## config.mk

```make
export PLATFORM = sky130hd
export DESIGN_NAME = seq_monitor
export DESIGN_NICKNAME = d
export VERILOG_FILES = /design/src/rtl/seq_pkg.sv /design/src/rtl/seq_decode.sv /design/src/rtl/seq_monitor.sv
export SDC_FILE = /design/constraint.sdc
export NUM_CORES = 1
export LEC_CHECK = 0
export BUFFER_PORTS_ARGS = -buffer_cell sky130_fd_sc_hd__buf_4
export CAP_MARGIN = 20
export CELL_PAD_IN_SITES_DETAIL_PLACEMENT = 0
export CELL_PAD_IN_SITES_GLOBAL_PLACEMENT = 1
export CORE_MARGIN = 4
export CORE_UTILIZATION = 42
export CTS_CLUSTER_SIZE = 8
export DETAILED_ROUTE_END_ITERATION = 12
export PLACE_DENSITY = 0.87
export SKIP_CTS_REPAIR_TIMING = 1
export SLEW_MARGIN = 20
export SYNTH_ARGS = -nofsm -noshare
export SYNTH_HDL_FRONTEND = slang
export SYNTH_SLANG_ARGS = --single-unit
```

## constraint.sdc

```tcl
create_clock -name clk -period 2.27 [get_ports clk]
set_input_delay 0.454 -clock clk [delete_from_list [all_inputs] [get_ports clk]]
set_output_delay 0.454 -clock clk [all_outputs]
set_load 0.01 [all_outputs]
```

## src/rtl/seq_pkg.sv

```systemverilog
// rtl/seq_pkg.sv - shared types, sequence codes and helpers for seq_monitor
package seq_pkg;

  typedef logic [2:0] code_t;

  typedef enum logic [1:0] {
    HUNT   = 2'd0,
    ACQ    = 2'd1,
    LOCKED = 2'd2
  } state_t;

  localparam code_t SEQ0 = 3'd0;
  localparam code_t SEQ1 = 3'd3;
  localparam code_t SEQ2 = 3'd5;
  localparam code_t SEQ3 = 3'd4;
  localparam code_t SEQ4 = 3'd7;
  localparam code_t SEQ5 = 3'd2;

  function automatic code_t next_code(input code_t c);
    case (c)
      SEQ0:    next_code = SEQ1;
      SEQ1:    next_code = SEQ2;
      SEQ2:    next_code = SEQ3;
      SEQ3:    next_code = SEQ4;
      SEQ4:    next_code = SEQ5;
      default: next_code = SEQ0;
    endcase
  endfunction

  // Illegal codes map to 0; callers qualify with the legal flag.
  function automatic logic [2:0] code_to_step(input code_t c);
    case (c)
      SEQ1:    code_to_step = 3'd1;
      SEQ2:    code_to_step = 3'd2;
      SEQ3:    code_to_step = 3'd3;
      SEQ4:    code_to_step = 3'd4;
      SEQ5:    code_to_step = 3'd5;
      default: code_to_step = 3'd0;
    endcase
  endfunction

endpackage

```

## src/rtl/seq_decode.sv

```systemverilog
// rtl/seq_decode.sv - combinational decode of a counter code into legal/step/next
module seq_decode
  import seq_pkg::*;
(
  input  code_t      code,
  output logic       legal,
  output logic [2:0] idx,
  output code_t      nxt
);

  assign legal = (code != 3'd1) && (code != 3'd6);
  assign idx   = code_to_step(code);
  assign nxt   = next_code(code);

endmodule

```

## src/rtl/seq_monitor.sv

```systemverilog
// rtl/seq_monitor.sv - lock/step/error monitor for the custom-sequence counter; option SEQ_MONITOR_STICKY_ERR_EN
module seq_monitor
  import seq_pkg::*;
#(
  parameter int LOCK_LEN = 3,
  parameter int CNT_W    = 8
) (
  input  logic             clk,
  input  logic             clear,
  input  logic             sample_en,
  input  logic [2:0]       q_in,
  output logic [2:0]       step,
  output logic             step_valid,
  output logic             locked,
  output logic             err,
  output logic [CNT_W-1:0] err_cnt,
  output logic             wrap,
  output logic [CNT_W-1:0] cycle_cnt
`ifdef SEQ_MONITOR_STICKY_ERR_EN
  ,
  output logic             err_sticky
`endif
);

  localparam logic [2:0] LOCK_N = 3'(LOCK_LEN);

  state_t     state, state_n;
  logic [2:0] run, run_n;
  code_t      exp_code, exp_n;
  logic [2:0] step_n;
  logic       err_n, wrap_n, err_inc, cyc_inc;
  logic       legal;
  logic [2:0] idx;
  code_t      nxt;

  seq_decode u_decode (
    .code  (q_in),
    .legal (legal),
    .idx   (idx),
    .nxt   (nxt)
  );

  always_comb begin
    state_n = state;
    run_n   = run;
    exp_n   = exp_code;
    step_n  = step;
    err_n   = 1'b0;
    wrap_n  = 1'b0;
    err_inc = 1'b0;
    cyc_inc = 1'b0;
    if (sample_en) begin
      case (state)
        HUNT: begin
          if (legal) begin
            exp_n = nxt;
            run_n = 3'd1;
            if (LOCK_N == 3'd1) begin
              state_n = LOCKED;
              step_n  = idx;
            end else begin
              state_n = ACQ;
            end
          end
        end
        ACQ: begin
          if (legal && q_in == exp_code) begin
            run_n = run + 3'd1;
            exp_n = nxt;
            if (run + 3'd1 == LOCK_N) begin
              state_n = LOCKED;
              step_n  = idx;
            end
          end else if (legal) begin
            run_n = 3'd1;
            exp_n = nxt;
          end else begin
            state_n = HUNT;
          end
        end
        LOCKED: begin
          // exp_code is always a legal code, so a match implies legal
          if (q_in == exp_code) begin
            step_n = idx;
            exp_n  = nxt;
            if (q_in == SEQ0) begin
              wrap_n  = 1'b1;
              cyc_inc = 1'b1;
            end
          end else begin
            err_n   = 1'b1;
            err_inc = 1'b1;
            if (legal) begin
              state_n = ACQ;
              run_n   = 3'd1;
              exp_n   = nxt;
            end else begin
              state_n = HUNT;
            end
          end
        end
        default: state_n = HUNT;
      endcase
    end
  end

  always_ff @(posedge clk) begin
    if (clear) begin
      state     <= HUNT;
      run       <= 3'd0;
      exp_code  <= SEQ0;
      step      <= 3'd0;
      err       <= 1'b0;
      wrap      <= 1'b0;
      err_cnt   <= '0;
      cycle_cnt <= '0;
    end else begin
      state    <= state_n;
      run      <= run_n;
      exp_code <= exp_n;
      step     <= step_n;
      err      <= err_n;
      wrap     <= wrap_n;
      if (err_inc && err_cnt != '1) err_cnt <= err_cnt + 1'b1;
      if (cyc_inc && cycle_cnt != '1) cycle_cnt <= cycle_cnt + 1'b1;
    end
  end

`ifdef SEQ_MONITOR_STICKY_ERR_EN
  always_ff @(posedge clk) begin
    if (clear) err_sticky <= 1'b0;
    else if (sample_en && (err_n || !legal)) err_sticky <= 1'b1;
  end
`endif

  assign locked     = (state == LOCKED);
  assign step_valid = locked;

endmodule

```

==> impl_metrics.yaml <==
outcome:
  status: "completed"
final_layout:
  n_antenna_cell: 0
  drive_gt1_frac: 0.207
  final_net_count: 251
  syn_to_final_growth_pct: 17.9
  finish.utilization: 0.516
placement:
  dp_hpwl_um: 2680
  gp_congestion: 0.830
  port_buffers: 28
die:
  rows: 23
  initial_utilization: 0.438
  io_pins: 29
  core_sq_mm: 0.00403
  dieArea_sq_mm: 0.00530
  die_width_um: 72.8
  die_height_um: 72.8
grt:
  use_met2: 0.233
  use_met3: 0.0413
  grt_max_degree: 36
  grt_pass1_vias: 1461
  antenna_found_initial: 0
  gr-total-overflow: 0
  grt_pass1_wl_um: 6470
  grtUsageMet1: 0.211
  grt_usage: 0.153
  grt-busiest-layer: "met2"
sta:
  maxSlewHeadroom: 0.669
  clock.fmax_mhz: 509
  fin_crit_sh: 0.865
  setup_violations: 0
  rsz0062_at_grt: "no"
  hold_viol: 0
  slew_violations: 0
  finalCriticalPeriod_ns: 1.96
  fin_tns_setup_ns: 0
  final.setup_skew_ns: 0.00657
  tightest_slew_ns: 0.494
yosys:
  post-synth-top-count-cell: "dfxtp_1"
  synth_area_sq_mm: 0.00176
  synth-seq-cells: 29
  syn-num-nets: 223
  synth-compound-area-share: 0.133
  yosys_warnings: 0
  synthMuxAreaShare: 0.0348
  synth_top_family_by_area: "simple AND/OR/NAND/NOR gates"
  synth_fa_ha_area_frac: 0.0567
  syn_inst: 209
  syn_avg_cell_area_sq_um: 8.44
  synth_area_leaders: "dfxtp_1 33%, xnor2_1 6.5%, ha_1 5.7%"
  async_flop_share: 0
  synthXorXnorAreaFrac: 0.0887
  ys_seq_area_frac: 0.329
  netlist_top_cells_count: "29 x dfxtp_1, 26 x nor2_1, 13 x xnor2_1, 10 x nor3_1, 10 x o21ai_0"
  synth.distinct_cells: 50
  synth_ff_type: "dfxtp_1"
  netlist.area_leader.share: 0.329
  synth_edf_count: 0
  yosysTopAreaCell: "dfxtp_1"
  yosys.area_share.simple: 0.297
clock_network:
  cts-root-buf: "clkbuf_8"
  clkTransAtPathRegs_ns: 0.06
  htree_levels: 2
  clock-sinks: 29
  cts_buffers: 5
  cts_tree: "done"
  clkLatencyLatePin_ns: 0.28
  clockBufferDepth: 2
drt:
  drc: 0
  routedWlPerCell_um: 12.8
  post_drt_via_cell_ratio: 5.31
  first_pass_iters: 4
  first_iter_violations: 141
  ant_nets: 0
  dr_total_vias: 1525
  totalWireLength_um: 3670
pwr:
  vdd_ir_drop_max_mv: 0.374
  p_leak_uw: 0.000813
  powerDensity_mw_per_mm2: 524
critical_path:
  critPathMaxFanout: 7
  cp.required_ns: 2.43
  crit_chain: "inv_1 > ha_1 > a221oi_1 > o22ai_1 > a211oi_2 > mux2_2"
  cp-start-kind: "flip-flop"
  crit_slowest_cell: "mux2_2"
  cp.arrival_ns: 2.13
  slowest_delay_ns: 0.36
  critPathCaptureType: "flip-flop"
  path_class: "flip-flop to flip-flop"
worst_hold_path:
  hold_path_class: "flip-flop to flip-flop"
flow_run:
  drv_cap: 0
==> through the flow <==
step	instance area [sq um]	total power, uW	setup slack, ns	hold slack [ns]	std cells
after floorplan	1760	653	0.444	0.494	209
after CTS	2080	1110	0.310	0.494	287
after detailed placement	1990	683	0.263	0.479	280
after global placement	1990	683	0.287	0.478	280
final	2080	1090	0.305	0.489	287
after global routing	2080	1150	0.117	0.522	287
==> layer usage <==
| metal | wire [um] | part of all wire |
|---|---|---|
| met3 | 176 | 0.048 |
| met1 | 1830 | 0.50 |
| met4 | 39 | 0.011 |
| met2 | 1620 | 0.44 |
| met5 | 0 | 0 |
==> cells by family after synthesis <==
| family | after synthesis |
|---|---|
| AO/OA/AOI/OAI | 37 |
| multiplexers | 6 |
| buffers and inverters | 20 |
| adder cells (fa/ha/maj) | 8 |
| AND/OR/NAND/NOR | 92 |
| XOR/XNOR | 17 |
| flip-flops | 29 |
==> registers in the layout (all words and copies together), names as in the netlist <==
signal     cells
cycle_cnt      8
err            1
err_cnt        8
exp_code       3
run            3
state          2
step           3
wrap           1
==> layout by cell type, fill, tap and decap left out, types with 2 or more instances in the layout <==
cell	netlist	final
nand3_1	6	6
nor3b_1	3	3
nor2b_1	6	6
nand4_1	3	3
nor2_1	26	26
nor4b_2	2	2
xor2_1	3	3
a211oi_1	4	4
xnor2_1	13	13
inv_1	9	9
nand2_1	9	9
or3_1	2	2
o21ai_0	10	10
buf_4	2	32
clkbuf_8	0	6
and3_1	4	4
nand2b_1	4	4
a31oi_1	2	2
o22ai_1	2	2
a21oi_1	9	9
ha_1	8	8
nor3_1	10	10
dfxtp_1	29	29
mux2i_1	5	5
nor4_1	6	6
==> critical path, delay by kind of cell, from the launching register on <==
| kind | cells | cell delay, ns |
|---|---|---|
| adder cells (fa/ha/maj) | 1 | 0.28 |
| multiplexers | 1 | 0.36 |
| AO/OA/AOI/OAI | 3 | 0.76 |
| buffers and inverters | 1 | 0.09 |
| flip-flops | 1 | 0.35 |
==> where the power goes <==
| group | total, uW | internal (uW) | switching [uW] |
|---|---|---|---|
| registers | 529 | 518 | 11.0 |
| clock network | 417 | 240 | 177 |
| logic | 144 | 58.2 | 85.9 |
| total | 1090 | 816 | 274 |
==> layout make-up <==
class,instances,area (sq um)
Timing Repair Buffer,32,240
Sequential cell,29,581
Fill cell,406,1950
Clock buffer,7,86.3
Tap cell,50,62.6
Multi-Input combinational cell,160,1080
Inverter,9,33.8
==> final timing paths <==
kind	from	endpoint	slack, ns	cells after the start
max	state[1]$_SDFFE_PP0P_	state[0]$_SDFFE_PP0P_	0.31	6
min reg2reg	step[2]$_SDFFE_PP0P_	step[2]$_SDFFE_PP0P_	0.49	2
max reg2reg	state[1]$_SDFFE_PP0P_	state[0]$_SDFFE_PP0P_	0.31	6
min	step[2]$_SDFFE_PP0P_	step[2]$_SDFFE_PP0P_	0.49	2
Power figures use the tool's default switching activity.
